File: src/rtl/sseg_pkg.sv
// Shared types and default constants for the serial seven-segment shift controller.
package sseg_pkg;

    // Controller sequencing: wait for work, clock the frame out, then pulse the latch.
    typedef enum logic [1:0] {
        ST_IDLE  = 2'd0,
        ST_SHIFT = 2'd1,
        ST_LATCH = 2'd2
    } state_e;

    localparam int DEF_DIGITS     = 8;
    localparam int DEF_SEG_W      = 8;
    localparam int DEF_DIV        = 4;
    localparam int DEF_ACTIVE_LOW = 0;
    localparam int DEF_REFRESH    = 1000000;

    // Counter width that never collapses to zero bits for tiny ranges.
    function automatic int safe_clog2(input int v);
        return (v > 1) ? $clog2(v) : 1;
    endfunction

endpackage

File: src/rtl/sseg_shift_ctrl_if.sv
// Bundle of frame-request and serial-display signals between a host and the controller.
//
// Handshake: start is a request qualified by idle. The controller takes din and
// digit_en on a rising clk edge where start=1 and idle=1; a start seen while
// idle=0 is dropped, never queued. done pulses for one cycle when the frame's
// latch cycle is on the wire.
interface sseg_shift_ctrl_if
    import sseg_pkg::*;
#(
    parameter int DIGITS = DEF_DIGITS,
    parameter int SEG_W  = DEF_SEG_W
) ();
    logic [DIGITS*SEG_W-1:0] din;
    logic [DIGITS-1:0]       digit_en;
    logic                    start;
    logic                    auto_mode;
    logic                    idle;
    logic                    done;
    logic                    ss_sdo;
    logic                    ss_clk;
    logic                    ss_en;
    state_e                  state;    // debug view of the controller state

    modport master (
        output din, digit_en, start, auto_mode,
        input  idle, done, ss_sdo, ss_clk, ss_en, state
    );

    modport slave (
        input  din, digit_en, start, auto_mode,
        output idle, done, ss_sdo, ss_clk, ss_en, state
    );
endinterface

File: src/rtl/sseg_bit_timer.sv
// Divides clk into serial bit periods: low half then high half of ss_clk, one tick per bit.
module sseg_bit_timer
    import sseg_pkg::*;
#(
    parameter int DIV = DEF_DIV
) (
    input  logic clk,
    input  logic rst,
    input  logic run_i,
    output logic bit_tick_o,
    output logic phase_o
);
    localparam int CW = safe_clog2(DIV);

    logic [CW-1:0] cnt_q;
    logic [CW-1:0] cnt_d;

    // Count cycles within a bit while running; sit at zero otherwise so each frame starts aligned.
    always_comb begin
        cnt_d = cnt_q;
        if (!run_i) begin
            cnt_d = '0;
        end else if (cnt_q == CW'(DIV - 1)) begin
            cnt_d = '0;
        end else begin
            cnt_d = cnt_q + 1'b1;
        end
    end

    // Cycle counter register.
    always_ff @(posedge clk) begin
        if (rst) begin
            cnt_q <= '0;
        end else begin
            cnt_q <= cnt_d;
        end
    end

    assign bit_tick_o = run_i && (cnt_q == CW'(DIV - 1));
    assign phase_o    = (cnt_q >= CW'(DIV / 2));

endmodule

File: src/rtl/sseg_shift_ctrl.sv
// Serial frame transmitter for daisy-chained seven-segment drivers with optional auto-refresh.
module sseg_shift_ctrl
    import sseg_pkg::*;
#(
    parameter int DIGITS     = DEF_DIGITS,
    parameter int SEG_W      = DEF_SEG_W,
    parameter int DIV        = DEF_DIV,
    parameter int ACTIVE_LOW = DEF_ACTIVE_LOW,
    parameter int REFRESH    = DEF_REFRESH
) (
    input logic              clk,
    input logic              rst,
    sseg_shift_ctrl_if.slave bus
);
    localparam int   N  = DIGITS * SEG_W;
    localparam int   BW = safe_clog2(N);
    localparam int   RW = safe_clog2(REFRESH);
    localparam logic AL = (ACTIVE_LOW != 0);

    state_e            state_q, state_d;
    logic [BW-1:0]     bit_q, bit_d;
    logic [RW-1:0]     ref_q, ref_d;
    logic [N-1:0]      data_q, data_d;
    logic [DIGITS-1:0] den_q, den_d;
    logic              en_q, en_d;

    logic              bit_tick;
    logic              phase;
    logic [N-1:0]      bit_mask;

    sseg_bit_timer #(.DIV(DIV)) u_bit_timer (
        .clk        (clk),
        .rst        (rst),
        .run_i      (state_q == ST_SHIFT),
        .bit_tick_o (bit_tick),
        .phase_o    (phase)
    );

    // Spread each digit enable across the SEG_W bits of its slice.
    for (genvar g = 0; g < N; g++) begin : g_mask
        assign bit_mask[g] = den_q[g / SEG_W];
    end

    // Next-state logic: frame acceptance, refresh timing, bit stepping and latch handling.
    always_comb begin
        state_d = state_q;
        bit_d   = bit_q;
        ref_d   = ref_q;
        data_d  = data_q;
        den_d   = den_q;
        en_d    = en_q;
        case (state_q)
            ST_IDLE: begin
                if (bus.start) begin
                    // A fresh request beats a refresh expiring in the same cycle.
                    data_d  = bus.din;
                    den_d   = bus.digit_en;
                    state_d = ST_SHIFT;
                    en_d    = 1'b0;
                    bit_d   = '0;
                    ref_d   = '0;
                end else if (!bus.auto_mode) begin
                    ref_d = '0;
                end else if (ref_q == RW'(REFRESH - 1)) begin
                    // Resend the held frame; din is not looked at.
                    state_d = ST_SHIFT;
                    en_d    = 1'b0;
                    bit_d   = '0;
                    ref_d   = '0;
                end else begin
                    ref_d = ref_q + 1'b1;
                end
            end
            ST_SHIFT: begin
                if (bit_tick) begin
                    if (bit_q == BW'(N - 1)) begin
                        bit_d   = '0;
                        state_d = ST_LATCH;
                        en_d    = 1'b1;
                    end else begin
                        bit_d = bit_q + 1'b1;
                    end
                end
            end
            ST_LATCH: begin
                state_d = ST_IDLE;
            end
            default: begin
                state_d = ST_IDLE;
            end
        endcase
    end

    // State and datapath registers.
    always_ff @(posedge clk) begin
        if (rst) begin
            state_q <= ST_IDLE;
            bit_q   <= '0;
            ref_q   <= '0;
            data_q  <= '0;
            den_q   <= '0;
            en_q    <= 1'b0;
        end else begin
            state_q <= state_d;
            bit_q   <= bit_d;
            ref_q   <= ref_d;
            data_q  <= data_d;
            den_q   <= den_d;
            en_q    <= en_d;
        end
    end

    assign bus.idle   = (state_q == ST_IDLE);
    assign bus.done   = (state_q == ST_LATCH);
    assign bus.ss_en  = en_q;
    assign bus.ss_clk = (state_q == ST_SHIFT) ? phase : 1'b1;
    assign bus.ss_sdo = ((state_q == ST_SHIFT) ? (data_q[bit_q] & bit_mask[bit_q]) : 1'b0) ^ AL;
    assign bus.state  = state_q;

endmodule

File: src/flat_wrapper.sv
// flat-port wrapper written by rule: the top's interface ports become plain ports
module sseg_shift_ctrl_flat import sseg_pkg::*;
#(
    parameter int DIGITS     = DEF_DIGITS,
    parameter int SEG_W      = DEF_SEG_W,
    parameter int DIV        = DEF_DIV,
    parameter int ACTIVE_LOW = DEF_ACTIVE_LOW,
    parameter int REFRESH    = DEF_REFRESH
)
  (clk, rst, bus_din, bus_digit_en, bus_start, bus_auto_mode, bus_idle, bus_done, bus_ss_sdo, bus_ss_clk, bus_ss_en, bus_state);
  sseg_shift_ctrl_if #(.DIGITS(DIGITS), .SEG_W(SEG_W)) bus_i ();
  input logic clk;
  input logic rst;
  input wire logic [$bits(bus_i.din)-1:0] bus_din;
  input wire logic [$bits(bus_i.digit_en)-1:0] bus_digit_en;
  input wire logic [$bits(bus_i.start)-1:0] bus_start;
  input wire logic [$bits(bus_i.auto_mode)-1:0] bus_auto_mode;
  output wire logic [$bits(bus_i.idle)-1:0] bus_idle;
  output wire logic [$bits(bus_i.done)-1:0] bus_done;
  output wire logic [$bits(bus_i.ss_sdo)-1:0] bus_ss_sdo;
  output wire logic [$bits(bus_i.ss_clk)-1:0] bus_ss_clk;
  output wire logic [$bits(bus_i.ss_en)-1:0] bus_ss_en;
  output wire logic [$bits(bus_i.state)-1:0] bus_state;
  assign bus_i.din = bus_din;
  assign bus_i.digit_en = bus_digit_en;
  assign bus_i.start = bus_start;
  assign bus_i.auto_mode = bus_auto_mode;
  assign bus_idle = bus_i.idle;
  assign bus_done = bus_i.done;
  assign bus_ss_sdo = bus_i.ss_sdo;
  assign bus_ss_clk = bus_i.ss_clk;
  assign bus_ss_en = bus_i.ss_en;
  assign bus_state = bus_i.state;
  sseg_shift_ctrl #(.DIGITS(DIGITS), .SEG_W(SEG_W), .DIV(DIV), .ACTIVE_LOW(ACTIVE_LOW), .REFRESH(REFRESH)) u_core (.clk(clk), .rst(rst), .bus(bus_i));
endmodule
File: config.mk
export PLATFORM = sky130hd
export DESIGN_NAME = sseg_shift_ctrl_flat
export DESIGN_NICKNAME = d
export VERILOG_FILES = /design/src/rtl/sseg_pkg.sv /design/src/rtl/sseg_shift_ctrl_if.sv /design/src/rtl/sseg_bit_timer.sv /design/src/rtl/sseg_shift_ctrl.sv /design/src/flat_wrapper.sv
export SDC_FILE = /design/constraint.sdc
export NUM_CORES = 1
export LEC_CHECK = 0
export ABC_AREA = 0
export BUFFER_PORTS_ARGS = -buffer_cell sky130_fd_sc_hd__buf_2
export CAP_MARGIN = 0
export CORE_MARGIN = 3
export CORE_UTILIZATION = 60
export CTS_CLUSTER_SIZE = 30
export DETAILED_ROUTE_END_ITERATION = 8
export PLACE_DENSITY = 0.88
export SETUP_SLACK_MARGIN = 0.05
export SYNTH_ARGS = -nofsm -noshare
export SYNTH_HDL_FRONTEND = slang
export SYNTH_SLANG_ARGS = --single-unit
File: constraint.sdc
create_clock -name clk -period 7 [get_ports clk]
set_clock_uncertainty 0.1 [all_clocks]
set_input_delay 1.4 -clock clk [delete_from_list [all_inputs] [get_ports clk]]
set_output_delay 1.4 -clock clk [all_outputs]
set_load 0.01 [all_outputs]
======== Word level (Yosys, flattened, before mapping) ========
Index checks and enable logic that the tools add are counted.
operators by class
  equal/unequal tests ..................... 9
  mux-type cells .......................... 27
  bitwise logic cells ..................... 2
  add/subtract/negate cells ............... 3
  reduce and logical (&&, ||, !) cells .... 8
  $lt $le $gt $ge ......................... 2
operators by type and width
  operator                                                               number
  20-bit 2-to-1 mux                                                      3
  6-bit 2-to-1 mux                                                       5
  20-bit by 1-bit adder with 20-bit output (second input constant)       1
  20-bit == test (second input constant)                                 1
  1-bit binary-select mux with 6-bit select                              2
  6-bit case mux with 2 select lines                                     1
  2-bit 2-to-1 mux                                                       5
  1-bit 2-to-1 mux                                                       9
  4-bit AND reduction                                                    2
  6-bit by 7-bit < comparator with 1-bit output (second input constant)  1
  6-bit by 1-bit adder with 6-bit output (second input constant)         1
  6-bit == test (second input constant)                                  1
  5-bit AND reduction                                                    1
  2-bit == test (second input constant)                                  2
  2-bit by 1-bit != test with 1-bit output (second input constant)       2
  2-bit case mux with 2 select lines                                     1
  3-bit by 2-bit != test with 1-bit output (second input constant)       1
  3-bit != test (second input constant)                                  1
  3-bit OR reduction                                                     1
  2-bit by 1-bit adder with 2-bit output (second input constant)         1
  2-bit by 1-bit == test with 1-bit output (second input constant)       1
  2-bit greater-or-equal comparator (second input constant)              1
  2-bit zero test                                                        1
  1-bit case mux with 2 select lines                                     1
  5 further kinds                                                        5
storage, ports and cells
  input port bits ......................... 76
  logic and storage cells ................. 58
  output and inout bits ................... 7
  register bits after elaboration ......... 103

======== Longest topological paths before layout ========
  depth after elaboration ................. 5
  depth in mapped cells ................... 9
  gate-level depth less buffers ........... 6

======== By module ========
From an unflattened synthesis, not the netlist that was laid out.
second synthesis, totals
  cell total of the unflattened synthesis .. 576
  area, all modules ....................... 4,800.9 um^2
by module, submodules not included
  module           sequential area each (um^2)  cells each  instances  area each (um^2)
  sseg_shift_ctrl  2,021.9                      567         1          4,700.8
  sseg_bit_timer   40.0                         9           1          100.1

======== Least setup slack after synthesis ========
Ideal clock, no wire load.
  path kind ............................... register -> output
  from .................................... reg u_core.bit_q[0]
  to ...................................... out bus_ss_sdo
  arrival time ............................ 1.870 ns
  setup slack ............................. 3.630 ns
  cell stages (with the launch flop) ...... 6
  buffers on the path ..................... 1
  data required time ...................... 5.500 ns
  path through ............................ dfxtp_1 > buf_2 > mux4_2 > mux2_2 > a2111oi_0 > nor4_1
between the ends
  word-level cells in the longest chain between the ends .. 4
ends and longest elaborated chain
  element                                    line                    RTL
  from (decl)                                sseg_shift_ctrl.sv:21   logic [BW-1:0] bit_q, bit_d;
  from (signal assigned)                     sseg_shift_ctrl.sv:105  bit_q <= bit_d;
  1-bit binary-select mux with 6-bit select  sseg_shift_ctrl.sv:117  assign bus.ss_sdo = ((state_q == ST_SHIFT) ? (data_q[bit_q] & bit_mask[bit_q]) : 1'b0) ^ AL;
  1-bit 2-to-1 mux (not written as such)     sseg_shift_ctrl.sv:117
  1-bit AND *                                sseg_shift_ctrl.sv:117
  1-bit 2-to-1 mux *                         sseg_shift_ctrl.sv:117
  to (decl)                                  flat_wrapper.sv:20      output wire logic [$bits(bus_i.ss_sdo)-1:0] bus_ss_sdo;
Mark *: on every way between the ends. The rest lies on a longest branch, timed or not. The select of a mux whose other input is x is not followed.

======== Worst setup path in the final report ========
Ends and elaborated chain as after synthesis.

==> results_dict.tcl <==
set metrics [dict create \
    crit_type "reg2out" \
    power_frac_seq_pct 55.3 \
    synthArstFlopShare_pct 0 \
    layout.nets 703 \
    slew_headroom_pct 18.63 \
    critPathArrivalTime_ns 3.04 \
    max_freq_ghz 0.2202 \
    synth_top_area_share_pct 42.87 \
    holdBufCountCts 0 \
    yosysSeqAreaShare_pct 42.87 \
    tightest_slew_ns 1.221 \
    synth_cells 568 \
    rsz0062_at_grt "no" \
    antenna_found_initial 0 \
    chipHeight_um 95.53 \
    syn_area_per_cell_um2 8.468 \
    synth_edf_count 0 \
    rows 32 \
    critPathLaunchType "flop" \
    finalPower_w 0.001144 \
    swShare_pct 26.24 \
    final-max-slew-violation-count 0 \
    power_frac_comb_pct 11.3 \
    core_um2 7767 \
    yosys_warnings 0 \
    area_delta_synth_final_pct 11.89 \
    via_per_inst 5.959 \
    drt-total-wl_mm 10.99 \
    synth_area_um2 4810 \
    wl_per_cell_um 15.08 \
    grtUsageTotal_pct 25.32 \
    clk_pin_slew_ns 0.10 \
    critPathRequiredTime_ns 5.50 \
    first_iter_violations 300 \
    status "completed" \
    cts_tree "yes" \
    diodes 0 \
    n_fill_cell 640 \
    drc 0 \
    cts_max_level 3 \
    port_buffers 82 \
    cp_max_fo 20 \
    powerDensity_nw_per_um2 212.6 \
    cts_buffers 9 \
    min_path_type "reg2reg" \
    start_util_pct 61.92 \
    num_vias 4344 \
    setup-tns-final_ns 0 \
    synth_seq_cells 103 \
    synth_common_cells "nand2_1, dfxtp_1, a21oi_1" \
    synth_cell_types 60 \
    hold_viol 0 \
    grt_overflow 0 \
    max_cap_viol_count 0 \
    grt_pass1_vias 3929 \
    period_needed_ns 4.540 \
    dieArea_um2 9126 \
    grt_max_degree 105 \
    drt-pass1-iter-count 5 \
    cts_setup_buffers 0 \
    worst_setup_path_end_kind "output pin" \
    synth_largest_area_cell "dfxtp_1" \
    drive_gt1_share_pct 21.53 \
    grt_pass1_wl_mm 18.27 \
    die_x_um 95.53 \
    insertion_delay_ns 0.37 \
    dp_hpwl_mm 7.622 \
    p_clk_share_pct 33.5 \
    synth.most_common_cell "nand2_1" \
    ant_nets 0 \
    yosys-top-cells-area "dfxtp_1, nand2_1, a21oi_1" \
    ctsResizeCount 0 \
    place.gp.congestion 0.8209 \
    leakage_nw 1.931 \
    synth-main-ff-cell "dfxtp_1" \
    setup_viol 0 \
    cell_internal_pwr_w 0.0008440 \
    syn-num-nets 648 \
    vdd_drop_max_v 0.0001322 \
    whs_ns 0.3598 \
    max-clock-path-buffers 2 \
    cts_sinks 103 \
    fin_crit_sh_pct 64.86 \
    net-switching-power_w 0.0003002 \
    final_util_pct 69.28 \
    root_buffer "clkbuf_8" \
    ios 83 \
]
## state kept, by name, summed over array words and instances, names as in the netlist
register and count:
u_core.bit_q 6, u_core.bus.ss_en 1, u_core.bus.state 2, u_core.data_q 64, u_core.den_q 8, u_core.ref_q 20
u_core.u_bit_timer.cnt_q 2
## kinds of logic (layout without fill, tap and decap cells)
kind of cell / after synthesis / in the layout / synth area share [%]
multiplexers: 25 / 25 / 9.652
AND/OR/NAND/NOR: 248 / 248 / 24.06
AO/OA/AOI/OAI: 138 / 138 / 17.53
buffers and inverters: 50 / 109 / 4.838
flip-flops: 103 / 103 / 42.87
adder cells (fa/ha/maj): 4 / 4 / 1.041
## layout make-up
class | instances | area, um2 | share of cell area [%]
multi-input combinational | 415 | 2517 | 46.78
sequential | 103 | 2062 | 38.32
timing repair buffer | 84 | 427.9 | 7.952
clock buffer | 10 | 137.6 | 2.558
tap | 102 | 127.6 | 2.372
clock inverter | 5 | 66.31 | 1.232
inverter | 10 | 42.54 | 0.7905
## per-layer routing
layer | vias up | wire (um) | global-route usage (%)
li1 | 2114 | - | -
met1 | 2028 | 4623 | 33.50
met2 | 175 | 5396 | 40.76
met3 | 27 | 716 | 4.972
met4 | 0 | 256 | 9.953
met5 | - | 0 | 0
## layout by cell type, fill, tap and decap left out, drive strengths merged, types with 2 or more instances in the layout
cell type and count:
a211oi 2, o32ai 2, nand3b 3, nor2 13
nand3 20, or2 3, mux2i 7, buf 84
or2b 2, and3 2, a311oi 12, nor2b 3
nand2 168, mux4 17, and4 2, ha 4
inv 12, a21o 2, a22oi 2, nor3 8
a31oi 7, o211ai 2, nand4 6, a21oi 90
and2 2, or4 4, a2111oi 2, dfxtp 103
clkbuf 10, o21ai 8, a41oi 3, nor4 6
nand2b 3
## power by group through the flow
stage	clock, W	sequential [W]	combinational [W]
4_1_cts	0.000391	0.000632	0.000129
6_report	0.000383	0.000632	0.000129
3_3_place_gp	0	0.000644	0.000124
3_5_place_dp	0	0.000646	0.000128
2_1_floorplan	0	0.000637	0.0000943
5_1_grt	0.000406	0.000636	0.000146
## worst paths after layout
check,start,to,slack (ns),cells past startpoint
setup / recovery,u_core.bit_q[0],bus_ss_sdo,2.46,5
hold / removal,u_core.data_q[61],u_core.data_q[61],0.36,2
hold reg to reg,u_core.data_q[61],u_core.data_q[61],0.36,2
setup reg to reg,u_core.bus.state[0],u_core.ref_q[18],4.02,6
## metrics by stage
step	std cells	worst slack, ns	instance area [um2]
6_report	729	2.460	5381
5_1_grt	729	2.121	5381
4_1_cts	729	2.417	5381
3_5_place_dp	714	2.849	5177
3_3_place_gp	714	2.972	5177
2_1_floorplan	568	3.630	4810
## worst max-delay path, stage by stage, from the launching register on
cell       delay (ns)
dfxtp_1          0.97
mux4_2           0.60
mux2_2           0.28
a2111oi_0        0.50
nor4_1           0.15
buf_2            0.17
Power figures use the tool's default switching activity.
